File: config.mk
export PLATFORM = sky130hd
export DESIGN_NAME = stage_sequencer_flat
export DESIGN_NICKNAME = d
export VERILOG_FILES = /design/src/rtl/stage_seq_if.sv /design/src/rtl/stage_sequencer.sv /design/src/flat_wrapper.sv
export SDC_FILE = /design/constraint.sdc
export NUM_CORES = 1
export LEC_CHECK = 0
export CAP_MARGIN = 0
export CORE_UTILIZATION = 47
export DETAILED_ROUTE_END_ITERATION = 12
export GPL_TIMING_DRIVEN = 0
export PLACE_DENSITY = 0.74
export RECOVER_POWER = 25
export SKIP_CTS_REPAIR_TIMING = 1
export SYNTH_ARGS = -nofsm -noshare
export SYNTH_HDL_FRONTEND = slang
export SYNTH_SLANG_ARGS = --single-unit
File: constraint.sdc
create_clock -name clk -period 1.8 [get_ports clk]
set_input_delay 0.36 -clock clk [delete_from_list [all_inputs] [get_ports clk]]
set_output_delay 0.36 -clock clk [all_outputs]
set_load 0.05 [all_outputs]
File: src/rtl/stage_seq_if.sv
`default_nettype none
// ============================================================================
// Module   : stage_seq_if
// Brief    : Handshake bundle between stage_sequencer and its environment.
// Revision : 1.0  initial release
// ============================================================================
interface stage_seq_if #(
    parameter int CNT_W = 16
);
    logic             Start;
    logic             Halt;
    logic             Mem_Op;
    logic             Mem_Ready;
    logic [1:0]       Instr_Stage;
    logic             Busy;
    logic             Mem_Req;
    logic             Retire;
    logic             Halted;
    logic             Fault;
    logic [CNT_W-1:0] Instr_Count;

    // Sequencer side
    modport master (
        input  Start, Halt, Mem_Op, Mem_Ready,
        output Instr_Stage, Busy, Mem_Req, Retire, Halted, Fault, Instr_Count
    );

    // Control unit / memory side
    modport slave (
        output Start, Halt, Mem_Op, Mem_Ready,
        input  Instr_Stage, Busy, Mem_Req, Retire, Halted, Fault, Instr_Count
    );
endinterface
`default_nettype wire

File: src/rtl/stage_sequencer.sv
`default_nettype none
// ============================================================================
// Module   : stage_sequencer
// Brief    : Steps instructions through Fetch/Decode/Execute/[Memory], stalls
//            on memory, halts on request and counts retired instructions.
//            Optional memory-wait timeout: define STAGE_SEQ_TIMEOUT_EN.
// Revision : 1.0  initial release
// ============================================================================
module stage_sequencer #(
    parameter int CNT_W   = 16,
    parameter int TIMEOUT = 255
) (
    input  wire logic     clk,
    input  wire logic     rst,
    stage_seq_if.master   bus
);

    localparam logic [2:0] c_ST_IDLE   = 3'd0;
    localparam logic [2:0] c_ST_FETCH  = 3'd1;
    localparam logic [2:0] c_ST_DECODE = 3'd2;
    localparam logic [2:0] c_ST_EXEC   = 3'd3;
    localparam logic [2:0] c_ST_MEM    = 3'd4;
    localparam logic [2:0] c_ST_HALTED = 3'd5;
    localparam logic [2:0] c_ST_FAULT  = 3'd6;

    if (TIMEOUT < 1) begin : g_bad_timeout
        $error("stage_sequencer: TIMEOUT must be >= 1");
    end

    logic [2:0]       r_state;
    logic             r_mem_op;
    logic             r_retire;
    logic [CNT_W-1:0] r_count;
    logic [1:0]       w_stage;
    logic             w_timeout;

`ifdef STAGE_SEQ_TIMEOUT_EN
    localparam int                 c_WAIT_W    = $clog2(TIMEOUT + 1);
    localparam logic [c_WAIT_W-1:0] c_WAIT_LAST = c_WAIT_W'(TIMEOUT - 1);

    logic [c_WAIT_W-1:0] r_wait;

    // Expires on the TIMEOUT-th consecutive cycle without an acknowledge
    assign w_timeout = (r_wait == c_WAIT_LAST) && !bus.Mem_Ready;
`else
    assign w_timeout = 1'b0;
`endif

    always_ff @(posedge clk or posedge rst) begin
        if (rst) begin
            r_state  <= c_ST_IDLE;
            r_mem_op <= 1'b0;
            r_retire <= 1'b0;
            r_count  <= '0;
        end else begin
            r_retire <= 1'b0;
            case (r_state)
                c_ST_IDLE: begin
                    if (bus.Start) r_state <= c_ST_FETCH;
                end
                c_ST_FETCH: begin
                    if (bus.Mem_Ready)  r_state <= c_ST_DECODE;
                    else if (w_timeout) r_state <= c_ST_FAULT;
                end
                c_ST_DECODE: begin
                    r_mem_op <= bus.Mem_Op;
                    r_state  <= c_ST_EXEC;
                end
                c_ST_EXEC: begin
                    // Halt outranks a pending memory stage; the halting instruction retires
                    if (bus.Halt) begin
                        r_state  <= c_ST_HALTED;
                        r_retire <= 1'b1;
                        r_count  <= r_count + 1'b1;
                    end else if (r_mem_op) begin
                        r_state  <= c_ST_MEM;
                    end else begin
                        r_state  <= c_ST_FETCH;
                        r_retire <= 1'b1;
                        r_count  <= r_count + 1'b1;
                    end
                end
                c_ST_MEM: begin
                    if (bus.Mem_Ready) begin
                        r_state  <= c_ST_FETCH;
                        r_retire <= 1'b1;
                        r_count  <= r_count + 1'b1;
                    end else if (w_timeout) begin
                        r_state  <= c_ST_FAULT;
                    end
                end
                c_ST_HALTED: begin
                    if (bus.Start) r_state <= c_ST_FETCH;
                end
                c_ST_FAULT: begin
                    r_state <= c_ST_FAULT;
                end
                default: begin
                    r_state <= c_ST_IDLE;
                end
            endcase
        end
    end

`ifdef STAGE_SEQ_TIMEOUT_EN
    // Cleared whenever outside a stalled request, so every FETCH/MEM entry starts at zero
    always_ff @(posedge clk or posedge rst) begin
        if (rst) begin
            r_wait <= '0;
        end else if (((r_state == c_ST_FETCH) || (r_state == c_ST_MEM)) && !bus.Mem_Ready) begin
            r_wait <= r_wait + 1'b1;
        end else begin
            r_wait <= '0;
        end
    end

    assign bus.Fault = (r_state == c_ST_FAULT);
`else
    assign bus.Fault = 1'b0;
`endif

    always_comb begin
        w_stage = 2'b00;
        case (r_state)
            c_ST_DECODE: w_stage = 2'b01;
            c_ST_EXEC:   w_stage = 2'b10;
            c_ST_MEM:    w_stage = 2'b11;
            default:     w_stage = 2'b00;
        endcase
    end

    assign bus.Instr_Stage = w_stage;
    assign bus.Busy        = (r_state == c_ST_FETCH) || (r_state == c_ST_DECODE) ||
                             (r_state == c_ST_EXEC)  || (r_state == c_ST_MEM);
    assign bus.Mem_Req     = (r_state == c_ST_FETCH) || (r_state == c_ST_MEM);
    assign bus.Halted      = (r_state == c_ST_HALTED);
    assign bus.Retire      = r_retire;
    assign bus.Instr_Count = r_count;

endmodule
`default_nettype wire

File: src/flat_wrapper.sv
// flat-port wrapper written by rule: the top's interface ports become plain ports
module stage_sequencer_flat 
#(
    parameter int CNT_W   = 16,
    parameter int TIMEOUT = 255
)
  (clk, rst, bus_Start, bus_Halt, bus_Mem_Op, bus_Mem_Ready, bus_Instr_Stage, bus_Busy, bus_Mem_Req, bus_Retire, bus_Halted, bus_Fault, bus_Instr_Count);
  stage_seq_if #(.CNT_W(CNT_W)) bus_i ();
  input  wire logic clk;
  input  wire logic rst;
  input wire logic [$bits(bus_i.Start)-1:0] bus_Start;
  input wire logic [$bits(bus_i.Halt)-1:0] bus_Halt;
  input wire logic [$bits(bus_i.Mem_Op)-1:0] bus_Mem_Op;
  input wire logic [$bits(bus_i.Mem_Ready)-1:0] bus_Mem_Ready;
  output wire logic [$bits(bus_i.Instr_Stage)-1:0] bus_Instr_Stage;
  output wire logic [$bits(bus_i.Busy)-1:0] bus_Busy;
  output wire logic [$bits(bus_i.Mem_Req)-1:0] bus_Mem_Req;
  output wire logic [$bits(bus_i.Retire)-1:0] bus_Retire;
  output wire logic [$bits(bus_i.Halted)-1:0] bus_Halted;
  output wire logic [$bits(bus_i.Fault)-1:0] bus_Fault;
  output wire logic [$bits(bus_i.Instr_Count)-1:0] bus_Instr_Count;
  assign bus_i.Start = bus_Start;
  assign bus_i.Halt = bus_Halt;
  assign bus_i.Mem_Op = bus_Mem_Op;
  assign bus_i.Mem_Ready = bus_Mem_Ready;
  assign bus_Instr_Stage = bus_i.Instr_Stage;
  assign bus_Busy = bus_i.Busy;
  assign bus_Mem_Req = bus_i.Mem_Req;
  assign bus_Retire = bus_i.Retire;
  assign bus_Halted = bus_i.Halted;
  assign bus_Fault = bus_i.Fault;
  assign bus_Instr_Count = bus_i.Instr_Count;
  stage_sequencer #(.CNT_W(CNT_W), .TIMEOUT(TIMEOUT)) u_core (.clk(clk), .rst(rst), .bus(bus_i));
endmodule
After elaboration in Yosys (flattened, before gate mapping) --
Cells that the tools add are included.
Word-level totals: output and inout port bits 23, register bits after elaboration 21, word-level logic and storage cells 39
Cells by class: muxes and demuxes 15, $add $sub $neg 1, reductions and logical operators 9, equality and inequality tests 10
Operators with widths (count):
- 2-to-1 mux 16 bit | 3
- case mux 16 bit (2 select lines) | 1
- case mux 3 bit (6 select lines) | 1
- adder 16 x 1 -> 16 bit, second input constant | 1
- 2-to-1 mux 3 bit | 5
- == test 3 bit, second input constant | 3
- == test 3 x 2 -> 1 bit, second input constant | 2
- case mux 2 bit (3 select lines) | 1
- AND reduction 3 bit | 2
- logical OR 1 bit | 4
- != test 2 bit, second input constant | 2
- == test 3 x 1 -> 1 bit, second input constant | 1
- logical NOT 3 bit | 1
- 2-to-1 mux 1 bit | 3
- != test 3 bit, second input constant | 1
- != test 2 x 1 -> 1 bit, second input constant | 1
- case mux 1 bit (2 select lines) | 1
- nonzero test 2 bit | 1
- OR reduction 2 bit | 1

Logic depth before layout (Yosys ltp) --
Gate-level depths: netlist (run 1).
word-level depth 4, mapped depth 6, gate-level depth less buffers 5

Worst setup path before layout (run 1) --
Ideal clock, no wire load.
path type flip-flop to output port, start reg u_core.r_state[0], end out bus_Instr_Stage[1], data arrival time 1646 ps, required time 1440 ps, stages on the path, launching flop included 3, setup slack -206 ps, path through dfrtp_1 > nand2b_1 > o21ai_0
Between the ends: cells in the longest elaborated chain, start to end 2, elaborated cells on any way between the ends 4
RTL lines:
- from (decl) | RTL line stage_sequencer.sv:30 | logic [2:0] r_state;
- from (signal assigned) | RTL line stage_sequencer.sv:51 | r_state <= c_ST_IDLE;
- from (signal assigned) | RTL line stage_sequencer.sv:59 | if (bus.Start) r_state <= c_ST_FETCH;
- from (signal assigned) | RTL line stage_sequencer.sv:62 | if (bus.Mem_Ready) r_state <= c_ST_DECODE;
- == test 3 bit / == test 3 x 2 -> 1 bit (equally long branches) | RTL line stage_sequencer.sv:124 | case (r_state)
- case mux 2 bit (3 select lines) (*) | RTL line stage_sequencer.sv:124
- to (decl) | RTL line flat_wrapper.sv:15 | output wire logic [$bits(bus_i.Instr_Stage)-1:0] bus_Instr_Stage;
Mark *: on every way between the ends. The rest lies on a longest branch, timed or not.

Worst setup path in the final report (run 1) --
start reg u_core.r_state[0], end out bus_Mem_Req
Between the ends: cells in the longest elaborated chain, start to end 2, elaborated cells on any way between the ends 3
RTL lines:
- == test 3 x 1 -> 1 bit / == test 3 bit (equally long branches) | RTL line stage_sequencer.sv:135 | assign bus.Mem_Req = (r_state == c_ST_FETCH) || (r_state == c_ST_MEM);
- logical OR 1 bit (*) | RTL line stage_sequencer.sv:135
- to (decl) | RTL line flat_wrapper.sv:17 | output wire logic [$bits(bus_i.Mem_Req)-1:0] bus_Mem_Req;
Marks and branches as above.

==> impl_metrics.csv, run 1 <==
group,metric,value,unit
run_status,status,"complete, no violations",
synthesis,synthCells,106,
placed_design,place.gp.congestion,0.897,
global_routing,antenna_found_initial,0,
clocking,cts.clk_slew.worst_paths,0.11,ns
routing,drc_errors,0,
critical_path,path_class,"register to primary output",
timing,slew_violations,0,
critical_path,cp_max_fo,10,
placed_design,dpl_cell_area,1440,µm²
routing,drt-initial-drc-count,4,
critical_path,start_kind,"register",
cells_and_area,fin_area,1500,µm²
timing,finalSetupViolCount,0,
routing,wl,2.18,mm
timing,skew,0.00538,ns
synthesis,synth_enable_flop_cells,0,
cells_and_area,syn2layout_area_growth,34.2,%
job,drv_cap,0,
clocking,numCtsBuffers,3,
routing,via_count,882,
global_routing,grt_max_degree,22,
routing,wl_per_cell,13.2,µm
die,start_util,0.501,
critical_path,cp.arrival,1.37,ns
timing,slew_headroom,0.476,
clocking,clock_sinks,21,
power,leakagePower,0.709,nW
timing,hold_viol,0,
global_routing,grt_pass1_vias,796,
clocking,root_buffer,"clkbuf_4",
cells_and_area,n_antenna_cell,0,
synthesis,syn_area,1120,µm²
placed_design,dp_slack,-0.389,ns
cells_and_area,fin_nets,145,
synthesis,postSynthAreaPerCell,10.6,µm²
die,rows,17,
global_routing,globalRouteOverflowTotal,0,
critical_path,end_kind,"primary output",
clocking,clkLatencyLatePin,0.30,ns
global_routing,grt_usage,0.185,
power,total_power,0.00253,W
synthesis,synthArstFlopShare,1.00,
placed_design,dp.final_hpwl,1.55,mm
power,peakVddDrop,0.00113,V
die,dieArea,2580,µm²
hold_path,hp-class,"register to register",
die,dieWidth,50.8,µm
die,core_area,2230,µm²
synthesis,ys_warn_count,0,
die,die_y,50.8,µm
synthesis,synth_nets,113,
clocking,htree_num_levels,1,
synthesis,ys_ff_latch,21,
clocking,cts_buffer_depth,2,
synthesis,synth_ff_type,"dfrtp_1",
timing,finalCritPeriodShare,0.962,
synthesis,synthDistinctLibCells,31,
global_routing,grt_pass1_wl,3.51,mm
cells_and_area,n_fill_cell,177,
critical_path,cp.required,1.44,ns
routing,vias_per_cell,5.35,
clocking,cts_tree,"done",
placed_design,io_buffers,27,
routing,drtPass1Iterations,4,
timing,min_period,1.73,ns
timing,finalWorstSetupSlack,0.0686,ns
power,powerDensity,1680,nW/µm²
cells_and_area,final_core_util,0.673,
timing,max_slew.worst_pin.slew,0.786,ns
die,io_pins,29,
timing,rsz0062_at_grt,"false",
cells_and_area,drive_gt1_frac,0.161,
timing,max_freq,0.578,GHz
synthesis,ys_seq_area_frac,0.469,
routing,postRouteAntennaNets,0,
-- per-stage QoR --
| step | setup TNS, ns | std cells | hold slack [ns] |
|---|---|---|---|
| after floorplan | 0 | 106 | 0.337 |
| after global placement | -2.95 | 161 | 0.456 |
| after detailed placement | -3.57 | 161 | 0.465 |
| after CTS | -5.42 | 165 | 0.481 |
| after global routing | 0 | 165 | 0.500 |
| final | 0 | 165 | 0.475 |
-- power by group --
group	total [W]	switching [W]	internal, W
clock network	0.000223	0.000137	0.0000865
registers	0.000720	0.000127	0.000593
logic	0.00159	0.00103	0.000559
-- placed cells by master (no fill, tap or decap), drive strengths merged --
master and count:
xor2 11, dfrtp 21, nand4 6, nand2b 1, buf 8, dlygate4sd3 1, and3 2, dlymetal6s2s 17
ha 1, nor2b 2, inv 4, a21oi 2, a22o 1, xnor2 6, and2 1, mux2i 1
nor2 5, nor4 3, o32a 1, clkbuf 6, nand3 6, clkdlybuf4s50 4, o22ai 3, mux2 1
o21ai 2, nor4b 2, conb 1, nand2 11, nand3b 1, nor3 6
-- final cells by class --
type	instances	area (µm²)	share of cell area
repair buffers	27	299	0.199
multi-input cells	76	553	0.368
plain buffers	5	48.8	0.0325
clock buffers	4	26.3	0.0175
well taps	28	35.0	0.0233
inverters	4	15.0	0.00999
flip-flops and latches	21	526	0.350
-- registers in the layout, indices dropped and copies added, names as in the netlist --
name / count
u_core.r_state: 3
u_core.r_mem_op: 1
u_core.bus.Retire: 1
u_core.bus.Instr_Count: 16
-- metal layers --
metal	GRT usage	wire length [µm]	part of all wire
met5	0	0	0
met4	0.0787	17	0.0078
met3	0.0565	97	0.045
met2	0.280	1080	0.49
met1	0.246	985	0.45
-- path summary, 6_finish.rpt --
path,endpoint,cells after the start,start,slack (ns)
worst max-delay path,bus_Mem_Req,4,u_core.r_state[0]$_DFFE_PP0P_,0.07
worst min-delay path,u_core.bus.Instr_Count[15]$_DFFE_PP0P_,1,u_core.bus.Instr_Count[15]$_DFFE_PP0P_,0.47
max in group asynchronous,u_core.bus.Instr_Count[10]$_DFFE_PP0P_,2,rst,0.68
worst max register to register,u_core.bus.Instr_Count[10]$_DFFE_PP0P_,6,u_core.r_state[2]$_DFFE_PP0P_,0.17
min in group asynchronous,u_core.r_state[1]$_DFFE_PP0P_,2,rst,0.63
worst min register to register,u_core.bus.Instr_Count[15]$_DFFE_PP0P_,1,u_core.bus.Instr_Count[15]$_DFFE_PP0P_,0.47
-- worst max-delay path: stages, from the launching register on --
cell     delay [ns]
dfrtp_1        0.42
buf_4          0.20
nand2_1        0.11
a21oi_2        0.13
buf_4          0.20
-- logic make-up after synthesis --
group / after synthesis / synth area share
AND/OR/NAND/NOR: 46 / 0.248
buffers and inverters: 9 / 0.0536
AO/OA/AOI/OAI: 9 / 0.0626
adder cells (fa/ha/maj): 1 / 0.0112
multiplexers: 2 / 0.0190
other: 1 / 0.00335
flip-flops: 21 / 0.469
XOR/XNOR: 17 / 0.133
-- Yosys cell counts, drive strengths merged, types with 3 or more instances --
| master | n | area, µm² |
|---|---|---|
| dfrtp | 21 | 526 |
| nand2 | 11 | 43.8 |
| xor2 | 11 | 96.3 |
| nand3 | 6 | 30.0 |
| nand4 | 6 | 43.8 |
| nor3 | 6 | 30.0 |
| xnor2 | 6 | 52.6 |
| nor2 | 5 | 18.8 |
| buf | 4 | 41.3 |
| inv | 4 | 15.0 |
| nor4 | 3 | 48.8 |
| o22ai | 3 | 18.8 |
Power figures use the tool's default switching activity.
==> run 2, diff against run 1 <==
- SLEW_MARGIN: not set -> 20
- clock period: 1.8 -> 1.7 ns (I/O delays scaled with it)
==> impl_metrics.csv, run 2 (same netlist as run 1, synthesis figures left out) <==
group,metric,value,unit
run_status,status,"complete, no violations",
cells_and_area,n_antenna_cell,0,
hold_path,hold_end,"u_core.r_state[1]$_DFFE_PP0P_",
timing,min_period,1.66,ns
global_routing,grt_usage,0.189,
placed_design,dp_cells,161,
timing,finalCritPeriodShare,0.979,
timing,hold_viol,0,
cells_and_area,regArea,529,µm²
critical_path,critPathSlowestCell,"dfrtp_1",
critical_path,path_cells,"buf_6 > nand3b_1 > o32a_4 > buf_8 > nor3_2 > xor2_1",
power,powerDensity,1790,nW/µm²
cells_and_area,drive_gt1_frac,0.273,
placed_design,dp.final_hpwl,1.57,mm
timing,finalSetupViolCount,0,
hold_path,hold_depth,3,
die,io_pins,29,
job,drv_cap,0,
critical_path,cpPeakStageDelay,0.39,ns
global_routing,globalRouteOverflowTotal,0,
die,start_util,0.501,
global_routing,grt_max_degree,22,
routing,via_count,890,
clocking,cts.clk_slew.worst_paths,0.12,ns
global_routing,grt_pass1_vias,795,
cells_and_area,fin_nets,147,
routing,postRouteAntennaNets,0,
die,die_y,50.8,µm
timing,max_slew.worst_pin.slew,0.790,ns
clocking,htree_num_levels,1,
timing,slew_headroom,0.473,
critical_path,cp.required,1.93,ns
critical_path,start_kind,"register",
power,leakagePower,0.739,nW
power,peakVddDrop,0.00161,V
cells_and_area,n_fill_cell,175,
critical_path,ff2ff_path_depth,6,
global_routing,grt_pass1_wl,3.64,mm
critical_path,end_kind,"register",
placed_design,io_buffers,27,
placed_design,place.gp.congestion,0.798,
routing,drc_errors,0,
global_routing,antenna_found_initial,0,
critical_path,r2r-start,"u_core.r_state[2]$_DFFE_PP0P_",
die,dieArea,2580,µm²
critical_path,cp_max_fo,10,
critical_path,cp.arrival,1.89,ns
critical_path,timing.critical_path.buf_inv,2,
timing,max_freq,0.601,GHz
die,rows,17,
clocking,clkLatencyLatePin,0.30,ns
critical_path,cp_top_family,"simple AND/OR/NAND/NOR gates",
clocking,cts_buffer_depth,2,
placed_design,dp_slack,-0.469,ns
clocking,clock_sinks,21,
routing,wl_per_cell,13.7,µm
die,dieWidth,50.8,µm
clocking,root_buffer,"clkbuf_4",
clocking,numCtsBuffers,3,
critical_path,path_class,"register to register",
clocking,cts_tree,"done",
timing,slew_violations,0,
timing,skew,0.00608,ns
hold_path,hp-class,"input port to register",
routing,vias_per_cell,5.33,
hold_path,min_from,"bus_Mem_Ready",
cells_and_area,syn2layout_area_growth,42.1,%
critical_path,regToRegSetupSlack,0.04,ns
die,core_area,2230,µm²
timing,finalWorstSetupSlack,0.0361,ns
timing,setup_tns,0,ns
cells_and_area,final_cell_mix,"18 x dlymetal6s2s_1, 18 x dfrtp_1, 11 x xor2_1",
cells_and_area,largest_reg_flops,16,
critical_path,rr_endpoint,"u_core.bus.Instr_Count[7]$_DFFE_PP0P_",
cells_and_area,multi_input_area,596,µm²
routing,drtPass1Iterations,4,
timing,rsz0062_at_grt,"true",
routing,wl,2.28,mm
routing,drt-initial-drc-count,16,
cells_and_area,final_cells,167,
==> run 2: final cells by class <==
type,instances,area share
Multi-Input combinational cell,76,0.374
Sequential cell,21,0.333
Timing Repair Buffer,29,0.209
Buffer,5,0.0354
Tap cell,28,0.0220
Clock buffer,3,0.0142
Inverter,4,0.00943
Clock inverter,1,0.00314
==> run 2: per-stage QoR <==
| stage | power (W) | hold slack (ns) | area, µm² | utilization |
|---|---|---|---|---|
| floorplan | 0.00201 | 0.316 | 1140 | - |
| global placement | 0.00244 | 0.455 | 1440 | 0.646 |
| detailed placement | 0.00247 | 0.457 | 1440 | 0.646 |
| CTS | 0.00272 | 0.477 | 1470 | 0.658 |
| global route | 0.00302 | 0.394 | 1590 | 0.713 |
| finish | 0.00285 | 0.400 | 1590 | 0.713 |
==> run 2: metal layers <==
metal | GRT usage | routed length, µm | vias up
met2 | 0.284 | 1090 | 22
met5 | 0 | 0 | -
met3 | 0.0357 | 93 | 3
li1 | - | - | 434
met4 | 0.0694 | 21 | 0
met1 | 0.272 | 1070 | 431
==> run 2: how the worst max path moves through the flow <==
| stage | start | cells after the start | end |
|---|---|---|---|
| 2_1_floorplan | u_core.bus.Instr_Count[2]$_DFFE_PP0P_ | 3 | u_core.bus.Instr_Count[13]$_DFFE_PP0P_ |
| 3_3_place_gp | u_core.r_state[0]$_DFFE_PP0P_ | 4 | bus_Mem_Req |
| 3_5_place_dp | u_core.r_state[0]$_DFFE_PP0P_ | 4 | bus_Mem_Req |
| 4_1_cts | u_core.r_state[0]$_DFFE_PP0P_ | 4 | bus_Mem_Req |
| 5_1_grt | u_core.r_state[2]$_DFFE_PP0P_ | 6 | u_core.bus.Instr_Count[7]$_DFFE_PP0P_ |
| 6_report | u_core.r_state[2]$_DFFE_PP0P_ | 6 | u_core.bus.Instr_Count[7]$_DFFE_PP0P_ |
==> run 2: report_power, final <==
group	total [W]	switching, W	internal (W)
sequential	0.000774	0.000141	0.000633
clock	0.000236	0.000149	0.0000878
combinational	0.00184	0.00116	0.000685
==> run 2: tightest hold or removal path, stage by stage <==
cell and delay [ns]:
dlymetal6s2s_1 0.17, nand2_1 0.09, o22ai_1 0.06
==> run 3, diff against run 2 <==
- CORE_UTILIZATION: 47 -> 43
- PLACE_DENSITY: 0.74 -> 0.72
- clock period: 1.7 -> 1.4 ns (I/O delays scaled with it)
==> impl_metrics.csv, run 3 (same netlist as run 1, synthesis figures left out) <==
group,metric,value,unit
run_status,status,"complete, but fails checks",
run_status,violations,"negative setup slack",
global_routing,antenna_found_initial,0,
clocking,root_buffer,"clkbuf_4",
cells_and_area,syn2layout_area_growth,57.1,%
placed_design,dpl_cell_area,1520,µm²
global_routing,grt_pass1_wl,3.95,mm
critical_path,timing.critical_path.buf_inv,3,
cells_and_area,final_core_util,0.710,
power,power.switching,0.00204,W
cells_and_area,fin_nets,161,
critical_path,cp.arrival,1.93,ns
global_routing,globalRouteOverflowTotal,0,
critical_path,cp.required,1.65,ns
cells_and_area,largest_reg_flops,16,
timing,worst_hold_slack,0.488,ns
timing,finalCritPeriodShare,1.21,
cells_and_area,drive_gt1_frac,0.569,
timing,finalSetupViolCount,20,
power,peakVddDrop,0.00181,V
clocking,cts_buffer_depth,2,
die,die_y,53.0,µm
critical_path,critPathSlowestCell,"dfrtp_1",
cells_and_area,fin_area,1760,µm²
cells_and_area,layout_commonest_cell,"clkbuf_2",
global_routing,grt_pass1_vias,868,
timing,setup_tns,-4.07,ns
timing,min_period,1.69,ns
routing,wl,2.77,mm
routing,drt-initial-drc-count,9,
timing,rsz0062_at_grt,"true",
job,drv_cap,0,
routing,wl_per_cell,15.1,µm
global_routing,grt_usage,0.198,
routing,drc_errors,0,
power,leakagePower,0.818,nW
hold_path,hp-class,"register to register",
placed_design,io_buffers,27,
critical_path,start_kind,"register",
critical_path,cp_max_fo,8,
placed_design,place.gp.congestion,0.733,
clocking,cts_tree,"done",
timing,max_slew.worst_pin.slew,0.805,ns
critical_path,cp_top_family,"buffers and inverters",
timing,skew,0.00465,ns
cells_and_area,final_cell_mix,"14 x clkbuf_2, 12 x buf_6, 12 x buf_4, 12 x dfrtp_2, 11 x xor2_1",
die,core_area,2480,µm²
routing,drtPass1Iterations,4,
timing,slew_headroom,0.462,
power,share_comb_of_total_power,0.684,
routing,vias_per_cell,5.36,
timing,hold_viol,0,
power,sw_frac_of_total,0.505,
power,powerDensity,2300,nW/µm²
power,total_power,0.00405,W
critical_path,path_cells,"buf_6 > nand3b_1 > o32a_4 > buf_6 > clkbuf_16 > nor4_4 > xor2_1",
routing,via_count,981,
timing,slew_violations,0,
power,clockPowerShare,0.075,
routing,postRouteAntennaNets,0,
die,io_pins,29,
power,intPower,0.00201,W
timing,max_freq,0.592,GHz
die,rows,18,
critical_path,crit_top_cell,"buf_6",
timing,finalWorstSetupSlack,-0.289,ns
die,dieWidth,53.0,µm
power,seqPwrFrac,0.241,
global_routing,grt_max_degree,22,
clocking,clkLatencyLatePin,0.31,ns
placed_design,dp.final_hpwl,1.69,mm
cells_and_area,n_antenna_cell,0,
clocking,numCtsBuffers,3,
die,start_util,0.452,
critical_path,cpPeakStageDelay,0.39,ns
die,dieArea,2810,µm²
critical_path,path_class,"register to register",
clocking,cts.clk_slew.worst_paths,0.12,ns
clocking,clock_sinks,21,
critical_path,end_kind,"register",
clocking,htree_num_levels,1,
run 3: power by group through the flow:
stage	clock network (W)	logic (W)	registers, W
finish	0.000304	0.00277	0.000977
CTS	0.000316	0.00219	0.000975
global placement	0	0.00215	0.000973
floorplan	0	0.00129	0.00130
detailed placement	0	0.00219	0.000987
global route	0.000342	0.00294	0.00101
run 3: layout make-up:
class	instances	area [µm²]
well taps	30	37.5
inverters	4	20.0
plain buffers	5	61.3
repair buffers	43	352
multi-input cells	76	722
fillers	178	718
flip-flops and latches	21	541
clock buffers	4	26.3
run 3: final timing paths:
kind                       slack (ns)  depth (start not counted)                                    from                                endpoint
setup / recovery                -0.29                          7           u_core.r_state[2]$_DFFE_PP0P_  u_core.bus.Instr_Count[15]$_DFFE_PP0P_
hold / removal                   0.49                          1  u_core.bus.Instr_Count[15]$_DFFE_PP0P_  u_core.bus.Instr_Count[15]$_DFFE_PP0P_
setup reg to reg                -0.29                          7           u_core.r_state[2]$_DFFE_PP0P_  u_core.bus.Instr_Count[15]$_DFFE_PP0P_
hold reg to reg                  0.49                          1  u_core.bus.Instr_Count[15]$_DFFE_PP0P_  u_core.bus.Instr_Count[15]$_DFFE_PP0P_
max in group asynchronous        0.31                          2                                     rst   u_core.bus.Instr_Count[2]$_DFFE_PP0P_
min in group asynchronous        0.54                          2                                     rst   u_core.bus.Instr_Count[6]$_DFFE_PP0P_
run 3: per-layer routing:
| layer | up-vias | share of wire | routed length [µm] | global-route usage |
|---|---|---|---|---|
| met5 | - | 0 | 0 | 0 |
| met4 | 0 | 0.013 | 35 | 0.0395 |
| met3 | 4 | 0.042 | 116 | 0.0661 |
| met2 | 25 | 0.48 | 1320 | 0.314 |
| met1 | 486 | 0.47 | 1290 | 0.259 |
| li1 | 466 | - | - | - |
run 3: worst register-to-register path: cells and delay by family, from the launching register on:
family                 cells  cell delay (ns)
buffers and inverters      3             0.43
XOR/XNOR                   1             0.17
flip-flops                 1             0.39
AND/OR/NAND/NOR            2             0.35
AO/OA/AOI/OAI              1             0.27
run 3: through the flow:
| step | instances | worst slack [ns] |
|---|---|---|
| after floorplan | 106 | -0.103 |
| after global placement | 163 | -0.574 |
| after detailed placement | 163 | -0.606 |
| after CTS | 167 | -0.978 |
| after global routing | 183 | -0.355 |
| final | 183 | -0.289 |
==> RTL change 1 (config.mk and constraints of run 3) <==
`CNT_W` is set to 16 in 3 places; all go to 32.
--- a/src/rtl/stage_seq_if.sv
+++ b/src/rtl/stage_seq_if.sv
@@ -7,3 +7,3 @@
 interface stage_seq_if #(
-    parameter int CNT_W = 16
+    parameter int CNT_W = 32
 );
--- a/src/rtl/stage_sequencer.sv
+++ b/src/rtl/stage_sequencer.sv
@@ -9,3 +9,3 @@
 module stage_sequencer #(
-    parameter int CNT_W   = 16,
+    parameter int CNT_W   = 32,
     parameter int TIMEOUT = 255
--- a/src/flat_wrapper.sv
+++ b/src/flat_wrapper.sv
@@ -3,3 +3,3 @@
 #(
-    parameter int CNT_W   = 16,
+    parameter int CNT_W   = 32,
     parameter int TIMEOUT = 255
Ports: changed (resized bus_Instr_Count); port bits go from 29 to 45. The function was not compared with the original's and may differ.
==> RTL change 1 against run 3 <==
The run still ends with negative setup slack left; sequential share of layout area increased by 1.5 points; total power up 16%; area after synthesis rose by 60%; via count is 59% higher; wire length increased by 68%; cell area increased by 68%; worst setup slack got worse by 0.12 ns; sequential cell count rose by 16; critical path depth shrank 1; largest power group unchanged; highest routed layer unchanged; combinational power down 10%.
==> RTL change 1: results (changes against run 3) <==
metric;value;unit;change
vias;1560;;+59%
master of the slowest instance on the critical path;clkdlybuf4s50_1;;
setup ws final;-0.408;ns;-0.119 ns
first-pass GRT wire length;6.43;mm;+63%
share of cells above drive strength 1;0.562;;-0.00638
dpl hpwl;2.84;mm;+68%
Slew @ Worst Pin;0.755;ns;-0.0505 ns
Netlist cell types;34;;+9.7%
nets;255;;+58%
crit-path max FO;5;;-3
post-synthesis sequential area ratio;0.516;;+0.0464
I/O Buffers;43;;+59%
CTS root buffer;clkbuf_8;;
global placer's final weighted congestion;0.733;;about the same
VDD IR-drop max;0.848;mV;-53%
gr usage total;0.198;;+0.000664
R2R Setup Slk;-0.40;ns;-0.11 ns
final WL;4.65;mm;+68%
failing checks;negative setup slack;;
Placed Instances;271;;+66%
Critical Path Max Stage Delay;0.54;ns;+0.15 ns
Max H-tree Level;2;;+1
outcome;finished, violations left;;
synthesized instance count;178;;+68%
initial antenna violation count;0;;unchanged
top post-synthesis cells by count;37 x dfrtp_1, 19 x xor2_1, 17 x nand2_1, 16 x nor2_1, 14 x xnor2_1;;
pre-CTS WS;-0.805;ns;-0.199 ns
Post-synth ARST share;1.00;;unchanged
DRT iter0 DRCs;41;;+32
Max Clock Skew;0.00980;ns;+0.00514 ns
synth top area cells;dfrtp_1 52%, xor2_1 9.3%, xnor2_1 6.8%;;
Layout Cells excl Fill;299;;+63%
setup violators final;38;;+90%
min-delay src;u_core.bus.Instr_Count[31];;
clock buffer count from CTS;5;;+2
worst-skew pair later-pin latency;0.29;ns;-0.02 ns
largest net degree at the start of global routing;38;;+73%
vias in the first global route;1369;;+58%
WP data arrival;2.01;ns;+0.08 ns
max FFs per register;32;;+16
post-synth net total;185;;+64%
r2r startpoint;u_core.bus.Instr_Count[10];;
worst hold endpoint;u_core.bus.Instr_Count[31];;
First-pass DRT Iterations;4;;unchanged
sw frac;0.415;;-0.0899
Worst-path clk slew;0.08;ns;-0.04 ns
hold_ws;0.472;ns;-0.0154 ns
r2r worst-path depth;5;;-2
leakage power;1.45;nW;+77%
R2R Path End;u_core.bus.Instr_Count[29];;
# fillers;281;;+58%
-- RTL change 1: kinds of logic (layout without fill, tap and decap cells) --
group           count (synthesis)  in the layout  synth area share
xor+xnor                       33             33             0.161
mux                             3              3            0.0181
flops                          37             37             0.516
simple gates                   75             75             0.216
fa+ha+maj                       1              1           0.00697
other cells                     1              1           0.00209
compound gates                 12             12            0.0439
buf+inv                        16             87            0.0362
-- RTL change 1: metal layers --
metal	vias up	routed length, µm	GRT usage	share of wire
met5	-	0	0	0
met4	0	48	0.0559	0.010
met3	5	172	0.0497	0.037
met2	30	2530	0.345	0.54
met1	785	1900	0.240	0.41
li1	740	-	-	-
-- RTL change 1: power by group through the flow --
stage	clock network, W	logic (W)	registers, W
after floorplan	0	0.00108	0.00165
after global placement	0	0.00179	0.00138
after detailed placement	0	0.00183	0.00139
after CTS	0.000842	0.00183	0.00137
after global routing	0.000894	0.00261	0.00140
final	0.000823	0.00248	0.00139
-- RTL change 1: final cells by class --
cell class | instances | area (µm²) | share of cell area
multi-input combinational | 125 | 1200 | 0.406
buffer | 5 | 70.1 | 0.0237
clock inverter | 1 | 5.00 | 0.00170
sequential | 37 | 951 | 0.322
tap | 50 | 62.6 | 0.0212
inverter | 11 | 41.3 | 0.0140
timing repair buffer | 63 | 527 | 0.178
clock buffer | 7 | 96.3 | 0.0326
-- RTL change 1: worst register-to-register path: cells and delay by family (launching register included) --
family / cells / cell delay (ns)
simple gates: 4 / 1.14
flops: 1 / 0.42
xor+xnor: 1 / 0.17
-- RTL change 1: worst max-delay path by stage --
stage / startpoint / to / slack (ns) / depth (start not counted)
6_report: bus_Mem_Ready / u_core.bus.Instr_Count[25] / -0.41 / 6
5_1_grt: u_core.bus.Instr_Count[10] / u_core.bus.Instr_Count[30] / -0.47 / 5
4_1_cts: u_core.r_state[0] / bus_Instr_Stage[1] / -1.06 / 5
3_5_place_dp: bus_Halt / u_core.bus.Instr_Count[19] / -0.81 / 7
3_3_place_gp: bus_Halt / u_core.bus.Instr_Count[19] / -0.78 / 7
2_1_floorplan: u_core.bus.Instr_Count[9] / u_core.bus.Instr_Count[27] / -0.48 / 5
-- RTL change 1: metrics by stage --
step | TNS (ns) | instance area (µm²)
2_1_floorplan | -9.05 | 2010
3_3_place_gp | -41.05 | 2500
3_5_place_dp | -23.58 | 2500
4_1_cts | -28.83 | 2610
5_1_grt | -11.75 | 2950
6_report | -9.54 | 2950
==> RTL change 2 (settings of run 3) <==
Made on the original files. The option `STAGE_SEQ_TIMEOUT_EN` is turned on by a define.
--- a/src/rtl/stage_sequencer.sv
+++ b/src/rtl/stage_sequencer.sv
@@ -8,2 +8,4 @@
 // ============================================================================
+`define STAGE_SEQ_TIMEOUT_EN
+
 module stage_sequencer #(
Function: no difference found for any inputs over 10 cycles, from zero or initial values and one cycle with rst high; that may be too few to reach the edited logic, so the function may still have changed.
==> RTL change 2 against run 3 <==
The run still ends with negative setup slack left; die area grew 39%; largest cell class unchanged; maximum frequency shrank 1.4%; sequential share of layout area grew 4.5 points; wire length grew 26%; total power grew 4.3%; global-route usage shrank 0.96 points; first-iteration DRC count grew to 7.1 times the old value; non-clock buffer count shrank 3; area after synthesis grew 40%; worst setup slack lost 0.024 ns; cell area grew 19%; hold slack lost 0.013 ns; critical path depth shrank 2; sequential cell count grew 8; highest routed layer unchanged.
==> RTL change 2: results (changes against run 3) <==
metric;value;unit;change
Hold WC Path Type;input pin to async pin;;
vias;1252;;+28%
first-pass GRT wire length;5.66;mm;+43%
outcome;finished, violations left;;
nets;199;;+24%
ant diodes;0;;unchanged
failing checks;negative setup slack;;
internal power;0.00227;W;+13%
crit-path max FO;5;;-3
Max H-tree Level;2;;+1
largest net degree at the start of global routing;30;;+36%
dpl hpwl;2.22;mm;+31%
setup ws final;-0.313;ns;-0.0236 ns
max FFs per register;16;;unchanged
Longest Clk Path Bufs;2;;unchanged
Fin Setup TNS;-5.96;ns;-1.89 ns
VDD IR-drop max;1.37;mV;-24%
Netlist cell types;38;;+23%
Worst slew margin;0.598;;+0.135
Post-synth ARST share;1.00;;unchanged
First-pass DRT Iterations;4;;unchanged
I/O Buffers;28;;+3.7%
storage element area;739;µm²;+37%
post-synthesis sequential area ratio;0.462;;-0.00712
DRT iter0 DRCs;64;;+55
Worst-path clk slew;0.09;ns;-0.03 ns
top post-synthesis cells by count;29 x dfrtp_1, 15 x xnor2_1, 13 x nor2_1, 10 x nand4_1;;
# fillers;303;;+70%
WP data arrival;1.92;ns;
clock buffer count from CTS;5;;+2
gr usage total;0.188;;-0.00962
setup violators final;25;;+25%
global placer's final weighted congestion;0.835;;+14%
leakage power;0.916;nW;+12%
initial antenna violation count;0;;unchanged
synth top area cells;dfrtp_1 46%, xnor2_1 8.4%, nand4_1 4.0%;;
pre-CTS WS;-0.697;ns;-0.0912 ns
Area after DPL;0.00197;mm²;+30%
Final Max Tran Viols;0;;unchanged
final WL;3.50;mm;+26%
synth warn;0;;unchanged
CTS root buffer;clkbuf_4;;
worst-skew pair later-pin latency;0.33;ns;+0.02 ns
Max Clock Skew;0.0111;ns;+0.00644 ns
post-synth net total;153;;+35%
vias in the first global route;1189;;+37%
share of cells above drive strength 1;0.440;;-0.129
==> RTL change 2: changes by cell type after synthesis, sizes merged, moves of 5 or more <==
| cell | before | now |
|---|---|---|
| dfrtp | 21 | 29 |
| xnor2 | 6 | 17 |
| xor2 | 11 | 6 |
| nand4 | 6 | 11 |
| nor2 | 5 | 13 |
| nand2 | 11 | 5 |
==> RTL change 2: area by class of cell <==
class | count | share of cell area
well taps | 46 | 0.0274
flip-flops and latches | 29 | 0.352
clock buffers | 8 | 0.0280
repair buffers | 39 | 0.141
inverters | 6 | 0.0119
multi-input cells | 103 | 0.409
plain buffers | 6 | 0.0298
==> RTL change 2: worst max-delay path, stage by stage, from the launching register on <==
cell	delay (ns)
dfrtp_1	0.42
buf_6	0.15
nand2b_4	0.18
o31ai_1	0.40
a2111oi_2	0.14
a211oi_1	0.31
==> RTL change 2: stage by stage <==
step           std cells  power [W]
5_1_grt              237    0.00445
3_3_place_gp         218    0.00327
6_report             237    0.00423
3_5_place_dp         218    0.00333
2_1_floorplan        144    0.00276
4_1_cts              226    0.00387
==> RTL change 2: kinds of logic (layout without fill, tap and decap cells) <==
kind of cell / Yosys count / count (layout) / share of synthesized area
compound gates: 14 / 14 / 0.0725
fa+ha+maj: 3 / 3 / 0.0239
flops: 29 / 29 / 0.462
xor+xnor: 23 / 23 / 0.138
mux: 3 / 3 / 0.0207
buf+inv: 12 / 59 / 0.0414
simple gates: 60 / 60 / 0.241
==> RTL change 2: routing by layer <==
layer  vias up  wire length [µm]  GRT usage
li1        601                 -          -
met1       605              1590      0.263
met2        36              1620      0.264
met3        10               197     0.0584
met4         0                89     0.0872
met5         -                 0          0
==> RTL change 2: power by group through the flow <==
stage / clock [W] / combinational (W) / sequential [W]
2_1_floorplan: 0 / 0.00136 / 0.00140
3_3_place_gp: 0 / 0.00211 / 0.00116
3_5_place_dp: 0 / 0.00216 / 0.00117
4_1_cts: 0.000550 / 0.00217 / 0.00115
5_1_grt: 0.000586 / 0.00267 / 0.00120
6_report: 0.000524 / 0.00253 / 0.00117
==> RTL change 2: worst paths after layout <==
path,startpoint,to,slack [ns],cells after the start
min reg2reg,u_core.bus.Instr_Count[15],u_core.bus.Instr_Count[15],0.48,1
min in group clk,u_core.bus.Instr_Count[15],u_core.bus.Instr_Count[15],0.48,1
max in group asynchronous,rst,u_core.bus.Instr_Count[4],0.49,2
max,u_core.r_state[2],u_core.r_state[0],-0.31,5
min,rst,u_core.bus.Instr_Count[2],0.48,2
max reg2reg,u_core.r_state[2],u_core.r_state[0],-0.31,5
